File: src/rtl/vreg_wb_arbiter.sv
// Round-robin write-back arbiter for the vector register file write port,
// with a 32-entry pending-write scoreboard used for issue-stage hazard checks.
module vreg_wb_arbiter #(
    parameter int VLEN    = 128,
    parameter int NUM_REQ = 3
) (
    input  logic                    clk,
    input  logic                    rst_n,
    input  logic [NUM_REQ-1:0]      reqValid,
    output logic [NUM_REQ-1:0]      reqReady,
    input  logic [5*NUM_REQ-1:0]    reqAddr,
    input  logic [VLEN*NUM_REQ-1:0] reqData,
    input  logic [4*NUM_REQ-1:0]    reqEnable,
    input  logic [NUM_REQ-1:0]      reqLast,
    input  logic                    issueValid,
    input  logic [4:0]              issueAddr,
    output logic [4:0]              writeAddr,
    output logic [VLEN-1:0]         writeVector,
    output logic [3:0]              writeEnable,
    output logic [31:0]             vregBusy
);

    localparam int PTR_W = $clog2(NUM_REQ);

    logic [PTR_W-1:0] rrPtr_q;
    logic [PTR_W-1:0] rrPtr_d;
    logic             wbValid_q;
    logic             wbLast_q;
    logic [4:0]       writeAddr_q;
    logic [VLEN-1:0]  writeVector_q;
    logic [3:0]       writeEnable_q;
    logic [31:0]      vregBusy_q;
    logic [31:0]      vregBusy_d;

    logic             grantValid;
    logic [PTR_W-1:0] grantIdx;
    logic [4:0]       selAddr;
    logic [VLEN-1:0]  selData;
    logic [3:0]       selEnable;
    logic             selLast;

    // Two passes: first requesters at or above rrPtr, then wrap to the bottom.
    always_comb begin
        grantValid = 1'b0;
        grantIdx   = '0;
        for (int i = 0; i < NUM_REQ; i++) begin
            if (!grantValid && reqValid[i] && (PTR_W'(i) >= rrPtr_q)) begin
                grantValid = 1'b1;
                grantIdx   = PTR_W'(i);
            end
        end
        for (int i = 0; i < NUM_REQ; i++) begin
            if (!grantValid && reqValid[i]) begin
                grantValid = 1'b1;
                grantIdx   = PTR_W'(i);
            end
        end
    end

    always_comb begin
        reqReady  = '0;
        selAddr   = '0;
        selData   = '0;
        selEnable = '0;
        selLast   = 1'b0;
        for (int i = 0; i < NUM_REQ; i++) begin
            if (grantValid && (grantIdx == PTR_W'(i))) begin
                reqReady[i] = rst_n;
                selAddr     = reqAddr[5*i +: 5];
                selData     = reqData[VLEN*i +: VLEN];
                selEnable   = reqEnable[4*i +: 4];
                selLast     = reqLast[i];
            end
        end
    end

    always_comb begin
        if (grantIdx == PTR_W'(NUM_REQ - 1)) begin
            rrPtr_d = '0;
        end else begin
            rrPtr_d = grantIdx + PTR_W'(1);
        end
    end

    // Clear on commit first so that a same-address issue on this edge wins.
    always_comb begin
        vregBusy_d = vregBusy_q;
        if (wbValid_q && wbLast_q) begin
            vregBusy_d[writeAddr_q] = 1'b0;
        end
        if (issueValid) begin
            vregBusy_d[issueAddr] = 1'b1;
        end
    end

    always_ff @(posedge clk or negedge rst_n) begin
        if (!rst_n) begin
            rrPtr_q       <= '0;
            wbValid_q     <= 1'b0;
            wbLast_q      <= 1'b0;
            writeAddr_q   <= '0;
            writeVector_q <= '0;
            writeEnable_q <= '0;
            vregBusy_q    <= '0;
        end else begin
            vregBusy_q <= vregBusy_d;
            if (grantValid) begin
                rrPtr_q       <= rrPtr_d;
                wbValid_q     <= 1'b1;
                wbLast_q      <= selLast;
                writeAddr_q   <= selAddr;
                writeVector_q <= selData;
                writeEnable_q <= selEnable;
            end else begin
                wbValid_q     <= 1'b0;
                wbLast_q      <= 1'b0;
                writeEnable_q <= '0;
            end
        end
    end

    assign writeAddr   = writeAddr_q;
    assign writeVector = writeVector_q;
    assign writeEnable = writeEnable_q;
    assign vregBusy    = vregBusy_q;

endmodule

File: config.mk
export PLATFORM = sky130hd
export DESIGN_NAME = vreg_wb_arbiter
export DESIGN_NICKNAME = d
export VERILOG_FILES = /design/src/rtl/vreg_wb_arbiter.sv
export SDC_FILE = /design/constraint.sdc
export NUM_CORES = 1
export LEC_CHECK = 0
export ABC_AREA = 1
export CELL_PAD_IN_SITES_DETAIL_PLACEMENT = 1
export CELL_PAD_IN_SITES_GLOBAL_PLACEMENT = 2
export CORE_AREA = 5 5 227 229
export DETAILED_ROUTE_END_ITERATION = 10
export DIE_AREA = 0 0 232 234
export PLACE_DENSITY_LB_ADDON = 0.1
export SLEW_MARGIN = 10
export SYNTH_ARGS = -nofsm -noshare
export SYNTH_HDL_FRONTEND = slang
export SYNTH_SLANG_ARGS = --single-unit
export TNS_END_PERCENT = 30
File: constraint.sdc
create_clock -name clk -period 4 [get_ports clk]
set_input_delay 0.8 -clock clk [delete_from_list [all_inputs] [get_ports clk]]
set_output_delay 0.8 -clock clk [all_outputs]
set_load 0.05 [all_outputs]
==> flow_results.org <==
** Power and ir drop
- Net switching power :: 4.12 mW
- Switch share :: 46.9%
- For this design the ratio of total power to cell area is 520 nW/µm².
- Across the VDD grid, the largest voltage drop is 283 µV.
- Internal power :: 4.66 mW
- The clock network accounts for 21.1% of the total power.
- The analysis attributes to cell leakage a power of 6.17 nW.
- Total Power Consumption :: 8.78 mW
- Registers are responsible for 28.1% of the overall power.
- Combinational logic is responsible for 50.7% of the overall power.

** GRT
- The number of global-route vias before repair came to 12900.
- For this run, global-route usage on met3 was measured as 10.6%.
- For this run, the total global-route usage over all layers was measured as 23.5%.
- For met2 alone, demand over resource in global routing was 39.3%.
- Most used routing layer in global routing :: met2
- The initial antenna violation count is 37.
- Entering global routing, the biggest net connects 139 pins.
- Global routing used 26.5% of the available met1 tracks.
- For this run the aggregate overflow at the end of global routing stands at 0.
- Global-route wire length before repair :: 94300 µm

** Routing
- The count of nets left with antenna violations once routing finished came out at 0.
- Dividing the detail-routed via count by the number of cells gives 5.18.
- Count of vias placed by the detailed router :: 12100
- For this run, design rule violations remaining after detail routing come to 0.
- For this run, the detailed router's first-pass iteration total came to 5.
- After the first detailed-routing iteration, the DRC count stood at 660.
- Total wire length after detailed routing :: 66200 µm
- Dividing the detail-routed wire length by the instance count gives 28.3 µm.

** Timing
- After routing, the total negative slack on setup checks comes to 0 ns.
- Remaining max-slew budget at the tightest pin :: 33.2%
- Hold timing on the final database bottoms out at a slack of 0.216 ns.
- Slew at the pin with the worst max-slew slack :: 1.00 ns
- Setup violations remaining at the end of the flow were counted as 0.
- Final min period :: 3.36 ns
- The number of hold-slack violations in the final timing report is 0.
- Setup repair after global routing left no endpoint under its margin.
- After layout, the worst path uses 84.1% of the clock period.
- The number of max-slew violations in the final report came to 0.
- Between clock sinks in the finished design, the worst skew comes to 0.00714 ns.
- Final worst-path setup slack :: 0.636 ns
- Maximum frequency from static timing analysis :: 0.297 GHz

** Die
- Die width :: 232 µm
- Floorplan core area :: 49500 µm²
- The die covers 54300 µm².
- Die H :: 234 µm
- Ports :: 597
- Once the floorplan was initialized, standard cells occupied 19.5% of the core.
- The floorplan has 82 rows.

** Yosys
- A synthesized cell averages 8.53 µm².
- Synth unique cells :: 20
- Post-synthesis net count :: 1557
- Cell Area, Synth :: 9660 µm²
- Sequential-to-total area share from yosys stat :: 44.8%
- FF+latch count, synth :: 173
- Yosys printed 0 warnings.
- Counting every instance in the synthesized netlist gives 1132.

** Placement
- Port buffering added 596 buffers.
- The HPWL after detailed placement is 45400 µm.
- Placement Setup Slack :: 0.631 ns
- Routability congestion estimate from global placement :: 0.804

** Clock network
- CTS saw 173 sinks.
- Number of buffers on the longest clock path :: 2
- TritonCTS built the clock tree.
- Source-to-sink clock delay at the later pin of the worst-skew pair :: 0.50 ns
- Root buf cell :: clkbuf_16
- In this run, CTS created clock tree buffers numbering 17.
- Clock-pin slew was measured on the worst setup and hold paths at 0.07 ns.
- The H-tree was split into 4 levels.
- After clock tree synthesis, the flow added hold-fix buffers numbering 0.
- The number of gates resized after CTS was 0.
- Post-CTS Setup Inserts :: 0

** Flow run
- Max-cap viol count :: 0

** Critical path
- STA puts the critical path data arrival time at 2.56 ns.
- Buffers plus inverters on the worst setup path :: 4
- Worst Path Class, Setup :: primary input to output port
- The worst setup path is launched from a primary input.
- CP cell instances :: clkdlybuf4s50_1 -> inv_1 -> nand2_8 -> o21bai_4 -> nand2_4 -> nand2_1 -> buf_4 -> nor2_1 -> buf_12
- Maximum fanout encountered on the critical timing path :: 22
- On the critical path, the stage with the largest delay is an instance of clkdlybuf4s50_1.
- On the worst path, the slowest cell contributes a delay of 0.44 ns.
- Required time of the worst setup path :: 3.20 ns
- Crit path max-delay family :: buffers and inverters
- The worst setup path is captured at an output port.

** Cells and area
- In the final layout, the multi-input gates occupy 4700 µm².
- In the final design database the tool counted 2052 nets.
- Across the whole layout, storage elements account for 4330 µm².
- Compared with the post-synthesis result, the final layout area differs by 74.8%.
- In the final layout, the share of cells above drive strength 1 is 4.27%.
- Share of the core filled with cells :: 34.1%
- The filler cells instantiated in the layout total 5713.

** Worst hold path
- The min-delay analysis places its worst path in the category primary input to async pin.

** Run status
- Result of the run :: completed
==> layout make-up <==
cell class              instances  share of cell area [%]
well taps                     672                    4.98
diodes                         27                   0.400
repair buffers                619                    37.1
clock buffers                  18                    2.60
flip-flops and latches        173                    25.6
inverters                      20                   0.519
multi-input cells             796                    27.8
clock inverters                14                   0.986
==> routing by layer <==
layer | share of wire (%) | wire [µm]
met1 | 39 | 25800
met2 | 49 | 32600
met3 | 8.6 | 5720
met4 | 2.8 | 1880
met5 | 0.26 | 174
==> Yosys cell counts (all sizes together) <==
cell type	number	area share, %
nand4	266	17
o21bai	1	0.19
nand2	153	6.1
nand3	171	8.9
buf	50	2.4
o21a	1	0.078
inv	20	0.78
nor2	3	0.12
o21ai	66	3.4
a21oi	1	0.052
o31ai	1	0.22
o2111ai	133	12
clkbuf	93	3.6
dfrtp	173	45
==> worst register-to-register path, delay by kind of cell (launching register included) <==
kind            cells  cell delay, ns
compound gates      1            0.31
buf+inv             2            0.69
flops               1            0.39
simple gates        4            0.73
==> through the flow <==
step | cells | instance area, µm²
finish | 2339 | 16900
detailed placement | 2280 | 16200
global route | 2326 | 16900
global placement | 2280 | 16200
floorplan | 1132 | 9660
CTS | 2312 | 16800
==> kinds of logic (layout without fill, tap and decap cells) <==
family          after synthesis  in the layout  share of synthesized area, %
flops                       173            173                          44.8
simple gates                593            593                          32.3
other cells                   0             27                             0
compound gates              203            203                          16.0
buf+inv                     163            671                          6.84
==> final timing paths <==
| kind | startpoint | endpoint | slack (ns) | depth (start not counted) |
|---|---|---|---|---|
| setup reg to reg | rrPtr_q[1]$_DFFE_PN0P_ | writeVector[116]$_DFFE_PN0P_ | 1.81 | 7 |
| hold / removal | rst_n | writeVector[60]$_DFFE_PN0P_ | 0.22 | 1 |
| setup / recovery | reqValid[0] | reqReady[1] | 0.64 | 9 |
| hold reg to reg | vregBusy[23]$_DFF_PN0_ | vregBusy[23]$_DFF_PN0_ | 0.52 | 2 |
| max in group asynchronous | rst_n | vregBusy[3]$_DFF_PN0_ | 2.65 | 2 |
| min in group clk | vregBusy[23]$_DFF_PN0_ | vregBusy[23]$_DFF_PN0_ | 0.52 | 2 |
==> power groups by stage <==
stage	Sequential (mW)	Clock (mW)	Combinational [mW]
after floorplan	4.03	0	0.924
after global placement	2.49	0	4.49
after detailed placement	2.50	0	4.49
after CTS	2.48	1.92	4.50
after global routing	2.53	1.98	4.66
final	2.47	1.86	4.46
==> placed cells by master, fill, tap and decap left out, drive strengths merged <==
cell / n
clkdlybuf4s50: 591
a21oi: 1
o21bai: 1
o2111ai: 133
clkinvlp: 1
clkinv: 7
inv: 23
o21a: 1
nand2: 153
o31ai: 1
dfrtp: 173
diode: 27
nand3: 171
bufinv: 3
nand4: 266
buf: 27
clkbuf: 19
nor2: 3
o21ai: 66
==> state kept, by name, summed over array words and instances, names as in the netlist <==
signal and flops:
wbValid_q 1, wbLast_q 1, writeAddr 5, rrPtr_q 2
writeEnable 4, vregBusy 32, writeVector 128
Power figures use the tool's default switching activity.
